`config.mk`:
```
export PLATFORM = sky130hd
export DESIGN_NAME = lap_stopwatch
export DESIGN_NICKNAME = d
export VERILOG_FILES = /design/src/rtl/stopwatch_pkg.sv /design/src/rtl/bcd_counter.sv /design/src/rtl/lap_stopwatch.sv
export SDC_FILE = /design/constraint.sdc
export NUM_CORES = 1
export LEC_CHECK = 0
export ABC_AREA = 1
export ABC_CLOCK_PERIOD_IN_PS = 2280
export CAP_MARGIN = 10
export CORE_MARGIN = 2
export CORE_UTILIZATION = 45
export CTS_BUF_LIST = sky130_fd_sc_hd__clkbuf_8
export DETAILED_ROUTE_END_ITERATION = 6
export GPL_ROUTABILITY_DRIVEN = 0
export GPL_TIMING_DRIVEN = 0
export PLACE_DENSITY = 0.67
export SLEW_MARGIN = 20
export SYNTH_ARGS = -nofsm -noshare
export SYNTH_HDL_FRONTEND = slang
export SYNTH_SLANG_ARGS = --single-unit
```
`constraint.sdc`:
```
create_clock -name clk -period 2.28 [get_ports clk]
set_input_delay 0.342 -clock clk [delete_from_list [all_inputs] [get_ports clk]]
set_output_delay 0.342 -clock clk [all_outputs]
set_load 0.01 [all_outputs]
```
`src/rtl/stopwatch_pkg.sv`:
```
// Shared types for the stopwatch family: one-hot mode encoding and BCD digit limit.
package stopwatch_pkg;

  typedef enum logic [4:0] {
    IDLE    = 5'b00001,
    RUNNING = 5'b00010,
    STOPPED = 5'b00100,
    LAP     = 5'b01000,
    CLEAR   = 5'b10000
  } sw_mode_t;

  localparam logic [3:0] BCD_MAX = 4'd9;

endpackage

```
`src/rtl/bcd_counter.sv`:
```
// NUM_DIGITS-digit BCD up-counter with ripple carry; wrap_o flags an increment at all-9s.
// Define LAP_STOPWATCH_SATURATE_EN to hold at all-9s instead of wrapping to zero.
module bcd_counter
  import stopwatch_pkg::*;
#(
  parameter int NUM_DIGITS = 4
) (
  input  logic                    clk,
  input  logic                    reset,
  input  logic                    clear_i,
  input  logic                    inc_i,
  output logic [4*NUM_DIGITS-1:0] count_o,
  output logic                    wrap_o
);

  logic [4*NUM_DIGITS-1:0] count_q;
  logic [4*NUM_DIGITS-1:0] count_d;
  logic                    carry;
  logic                    all_max;

  always_comb begin
    count_d = count_q;
    carry   = inc_i;
    all_max = 1'b1;
    for (int i = 0; i < NUM_DIGITS; i++) begin
      if (count_q[4*i +: 4] != BCD_MAX) all_max = 1'b0;
      if (carry) begin
        if (count_q[4*i +: 4] == BCD_MAX) begin
          count_d[4*i +: 4] = 4'd0;
        end else begin
          count_d[4*i +: 4] = count_q[4*i +: 4] + 4'd1;
          carry             = 1'b0;
        end
      end
    end
`ifdef LAP_STOPWATCH_SATURATE_EN
    if (all_max) count_d = count_q;
`endif
  end

  always_ff @(posedge clk) begin
    if (reset || clear_i) count_q <= '0;
    else                  count_q <= count_d;
  end

  assign count_o = count_q;
  assign wrap_o  = inc_i & all_max;

endmodule

```
`src/rtl/lap_stopwatch.sv`:
```
// BCD stopwatch with start/stop, lap capture and clear, driven by two synchronised buttons.
// Build option LAP_STOPWATCH_SATURATE_EN (honoured in bcd_counter) saturates the count at all-9s.
module lap_stopwatch
  import stopwatch_pkg::*;
#(
  parameter int NUM_DIGITS = 4,
  parameter int TICK_DIV   = 10,
  parameter int LAP_W      = 4
) (
  input  logic                    clk,
  input  logic                    reset,
  input  logic                    start_stop_i,
  input  logic                    lap_clear_i,
  output sw_mode_t                mode_o,
  output logic [4*NUM_DIGITS-1:0] time_o,
  output logic [LAP_W-1:0]        lap_cnt_o,
  output logic                    overflow_o
);

  localparam int CW = 4 * NUM_DIGITS;
  localparam int PW = (TICK_DIV > 1) ? $clog2(TICK_DIV) : 1;
  localparam logic [PW-1:0] PMAX = PW'(TICK_DIV - 1);

  sw_mode_t          state_q, state_d;
  logic              ss_q, lc_q;
  logic              ss_press, lc_press;
  logic [PW-1:0]     presc_q;
  logic              counting, tick;
  logic              lap_capture, presc_clr, clear_act;
  logic [CW-1:0]     count;
  logic [CW-1:0]     lap_q;
  logic [LAP_W-1:0]  lap_cnt_q;
  logic              ovf_q;
  logic              wrap;

  assign ss_press = start_stop_i & ~ss_q;
  assign lc_press = lap_clear_i & ~lc_q;
  assign counting = (state_q == RUNNING) || (state_q == LAP);
  assign tick     = counting && (presc_q == PMAX);

  // start_stop is tested first everywhere, so a simultaneous lap_clear press is dropped
  always_comb begin
    state_d     = state_q;
    lap_capture = 1'b0;
    presc_clr   = 1'b0;
    clear_act   = 1'b0;
    unique case (state_q)
      IDLE: begin
        if (ss_press) begin
          state_d   = RUNNING;
          presc_clr = 1'b1;
        end
      end
      RUNNING: begin
        if (ss_press) begin
          state_d = STOPPED;
        end else if (lc_press) begin
          state_d     = LAP;
          lap_capture = 1'b1;
        end
      end
      LAP: begin
        if (ss_press)      state_d = STOPPED;
        else if (lc_press) state_d = RUNNING;
      end
      STOPPED: begin
        if (ss_press) begin
          state_d = RUNNING;
        end else if (lc_press) begin
          state_d   = CLEAR;
          clear_act = 1'b1;
        end
      end
      CLEAR: begin
        state_d   = IDLE;
        clear_act = 1'b1;
      end
      default: state_d = IDLE;
    endcase
  end

  always_ff @(posedge clk) begin
    if (reset) begin
      state_q   <= IDLE;
      ss_q      <= 1'b0;
      lc_q      <= 1'b0;
      presc_q   <= '0;
      lap_q     <= '0;
      lap_cnt_q <= '0;
      ovf_q     <= 1'b0;
    end else begin
      state_q <= state_d;
      ss_q    <= start_stop_i;
      lc_q    <= lap_clear_i;
      if (clear_act || presc_clr) presc_q <= '0;
      else if (tick)              presc_q <= '0;
      else if (counting)          presc_q <= presc_q + 1'b1;
      if (clear_act)        lap_q <= '0;
      else if (lap_capture) lap_q <= count;
      if (clear_act)        lap_cnt_q <= '0;
      else if (lap_capture) lap_cnt_q <= lap_cnt_q + 1'b1;
      if (clear_act)  ovf_q <= 1'b0;
      else if (wrap)  ovf_q <= 1'b1;
    end
  end

  bcd_counter #(
    .NUM_DIGITS (NUM_DIGITS)
  ) u_count (
    .clk     (clk),
    .reset   (reset),
    .clear_i (clear_act),
    .inc_i   (tick),
    .count_o (count),
    .wrap_o  (wrap)
  );

  assign mode_o     = state_q;
  assign time_o     = (state_q == LAP) ? lap_q : count;
  assign lap_cnt_o  = lap_cnt_q;
  assign overflow_o = ovf_q;

endmodule

```
==> results_dict.tcl <==
set metrics [dict create \
    status "finished, final reports clean" \
    cp.arrival_ns 1.66 \
    synth_seq_cells 48 \
    core_sq_um 5200 \
    rows 26 \
    clk_path_buf_depth 2 \
    combPwrFrac_pct 9.8 \
    grt_pass1_wl_um 8630 \
    n_antenna_cell 0 \
    ys_async_sr_fraction_pct 0 \
    drt_pre_antenna_iters 4 \
    path_class "flip-flop to output port" \
    critPathLaunchType "flip-flop" \
    ir_drop_uv 362 \
    fin_area_sq_um 2970 \
    netlist_instances 329 \
    track_usage_pct 17.4 \
    htreeDepth 2 \
    power_frac_seq_pct 56.2 \
    grt_pass1_vias 1919 \
    ys_seq_area_share_pct 39.0 \
    die_y_um 78.0 \
    synthSimpleGateAreaFrac_pct 25.6 \
    numCtsBuffers 5 \
    postRouteWirelength_um 4900 \
    timing.final.crit_share_pct 88.0 \
    fmax_mhz 499 \
    antenna_found_initial 0 \
    hold_class "primary input to flip-flop" \
    numPortBuffers 28 \
    synthesis.nets 336 \
    drive_gt1_share_pct 15.6 \
    yosysWarnings 0 \
    n_fill_cell 499 \
    finalHoldViolations 0 \
    p_per_area_nw_per_um2 522 \
    synth_cell_type_count 37 \
    post_dp_cell_area_sq_um 2830 \
    synth_top_family_by_area "simple AND/OR/NAND/NOR gates" \
    clock_skew_ns 0.00623 \
    grt_max_degree 15 \
    slew_headroom_pct 74.3 \
    clk_latency_ns 0.30 \
    die_area_sq_um 6090 \
    cts.sinks 48 \
    layout_commonest_cell "inv_1" \
    cp-end-kind "output port" \
    ys.flop_type "dfxtp_1" \
    pwr-share-clk_pct 34.1 \
    setup_viol 0 \
    vias 2120 \
    p_sw_share_pct 25.1 \
    critPathMaxFanout 10 \
    cap_violations 0 \
    grt_overflow 0 \
    via_per_inst 4.87 \
    synth_compound_area_share_pct 18.8 \
    tightest_slew_ns 0.384 \
    route.antenna.remaining_nets 0 \
    pre_cts_ws_ns 0.0724 \
    die_w_um 78.0 \
    switchingPower_uw 388 \
    hpwlAfterDp_um 3620 \
    final_max_slew_viol_count 0 \
    timing.hold.ws_ns 0.350 \
    muxShareOfSynthArea_pct 0.406 \
    clock-root-buffer "clkbuf_8" \
    tns_ns 0 \
    synth_adder_area_share_pct 1.52 \
    setup_ws_ns 0.274 \
    final_cell_mix "inv_1 (54), dfxtp_1 (46), nand2_1 (45)" \
    rsz0062_at_grt "false" \
    p_total_uw 1550 \
    wl_per_cell_um 11.3 \
    synth_xor_area_share_pct 2.49 \
    clk_pin_slew_ns 0.09 \
    internal_power_uw 1160 \
    synth_edf_count 0 \
    fin_nets 371 \
    start_util_pct 47.4 \
    syn_to_final_growth_pct 20.3 \
    drt_iter0_markers 79 \
    cts_tree "done" \
    drc_errors 0 \
    ioPinCount 30 \
    finalCriticalPeriod_ns 2.01 \
    critPathRequiredTime_ns 1.94 \
    netlist_area_sq_um 2470 \
    syn_avg_cell_area_sq_um 7.50 \
    leakage_uw 0.00126 \
]
[flip-flops by register name, indices dropped and copies added (netlist names)]
| name | cells |
|---|---|
| mode_o | 5 |
| presc_q | 4 |
| lc_q | 1 |
| u_count.count_o | 16 |
| lap_q | 16 |
| ss_q | 1 |
| overflow_o | 1 |
| lap_cnt_o | 4 |
[cell families after synthesis]
family / Yosys count
and+or+nand+nor: 120
xor gates and xnor gates: 7
muxes: 1
buffers and inverters: 68
DFF: 48
AOI/OAI and AO/OA: 82
adders and majority gates: 3
[power groups by stage]
stage          clock [uW]  combinational [uW]  sequential, uW
6_report              527                 151             869
2_1_floorplan           0                 106             888
3_5_place_dp            0                 150             886
3_3_place_gp            0                 148             885
4_1_cts               545                 153             869
5_1_grt               577                 169             873
[metrics by stage]
stage / util (%) / std cells
5_1_grt: 57.0 / 435
6_report: 57.0 / 435
3_3_place_gp: 54.4 / 427
4_1_cts: 56.6 / 435
2_1_floorplan: - / 329
3_5_place_dp: 54.4 / 427
[final timing paths]
path                               start                      to  slack, ns  cells past startpoint
setup / recovery  mode_o[3]$_SDFFE_PP0P_              time_o[15]       0.27                      6
hold / removal                     reset         lc_q$_SDFF_PP0_       0.35                      2
setup reg to reg  mode_o[1]$_SDFFE_PP0P_  lap_q[13]$_SDFFE_PP0P_       0.70                      8
hold reg to reg    lap_q[4]$_SDFFE_PP0P_   lap_q[4]$_SDFFE_PP0P_       0.45                      2
[per-layer routing]
metal  share of wire (%)  GRT usage, %  up-vias
met5                   0             0        -
met4                 1.1          6.32        0
met3                 2.9          3.10        4
met2                  45          26.7       22
met1                  51          24.6      970
li1                    -             -     1124
[cells in the mapped netlist (2+ instances only)]
cell type	n	share of area, %
buf_6	5	2.3
nand3_2	2	0.81
nor3_1	6	1.2
nand4_1	4	1.0
nand2_2	2	0.51
a21oi_1	27	5.5
nor2_1	31	4.7
nand3_1	13	2.6
dfxtp_1	48	39
xor2_1	5	1.8
nand3_4	3	2.1
o21ai_1	8	1.6
clkbuf_1	3	0.46
xnor2_1	2	0.71
nor3_2	2	0.81
o21ai_2	7	2.5
nor2_2	4	1.0
ha_1	3	1.5
a21oi_2	5	1.8
o21ai_0	31	6.3
nand2_1	45	6.8
nand2_4	2	0.91
inv_1	54	8.2
nor2_4	2	0.91
inv_2	3	0.46
[worst max-delay path, cell delays in order (launching register included)]
cell and delay [ns]:
dfxtp_1 0.36, inv_1 0.07, nor2_2 0.12, nand3_4 0.16
clkbuf_8 0.21, o21ai_0 0.17, dlygate4sd2_1 0.29
[what timing repair did]
item	4_1_cts	5_1_grt
gates resized for setup	20	9
endpoints found under the setup margin	16	7
hold endpoints to repair	0	0
pin swaps	1	1
hold buffers	0	0
setup buffers	0	0
[layout make-up]
| cell class | instances | area [sq um] | area share, % |
|---|---|---|---|
| multi-input cells | 213 | 1210 | 40.9 |
| flip-flops and latches | 48 | 963 | 32.5 |
| repair buffers | 28 | 287 | 9.66 |
| inverters | 58 | 220 | 7.42 |
| plain buffers | 10 | 104 | 3.50 |
| well taps | 70 | 87.6 | 2.95 |
| clock buffers | 6 | 82.6 | 2.78 |
| clock inverters | 2 | 10.0 | 0.337 |
No activity file was read; power rests on OpenSTA's default activity.
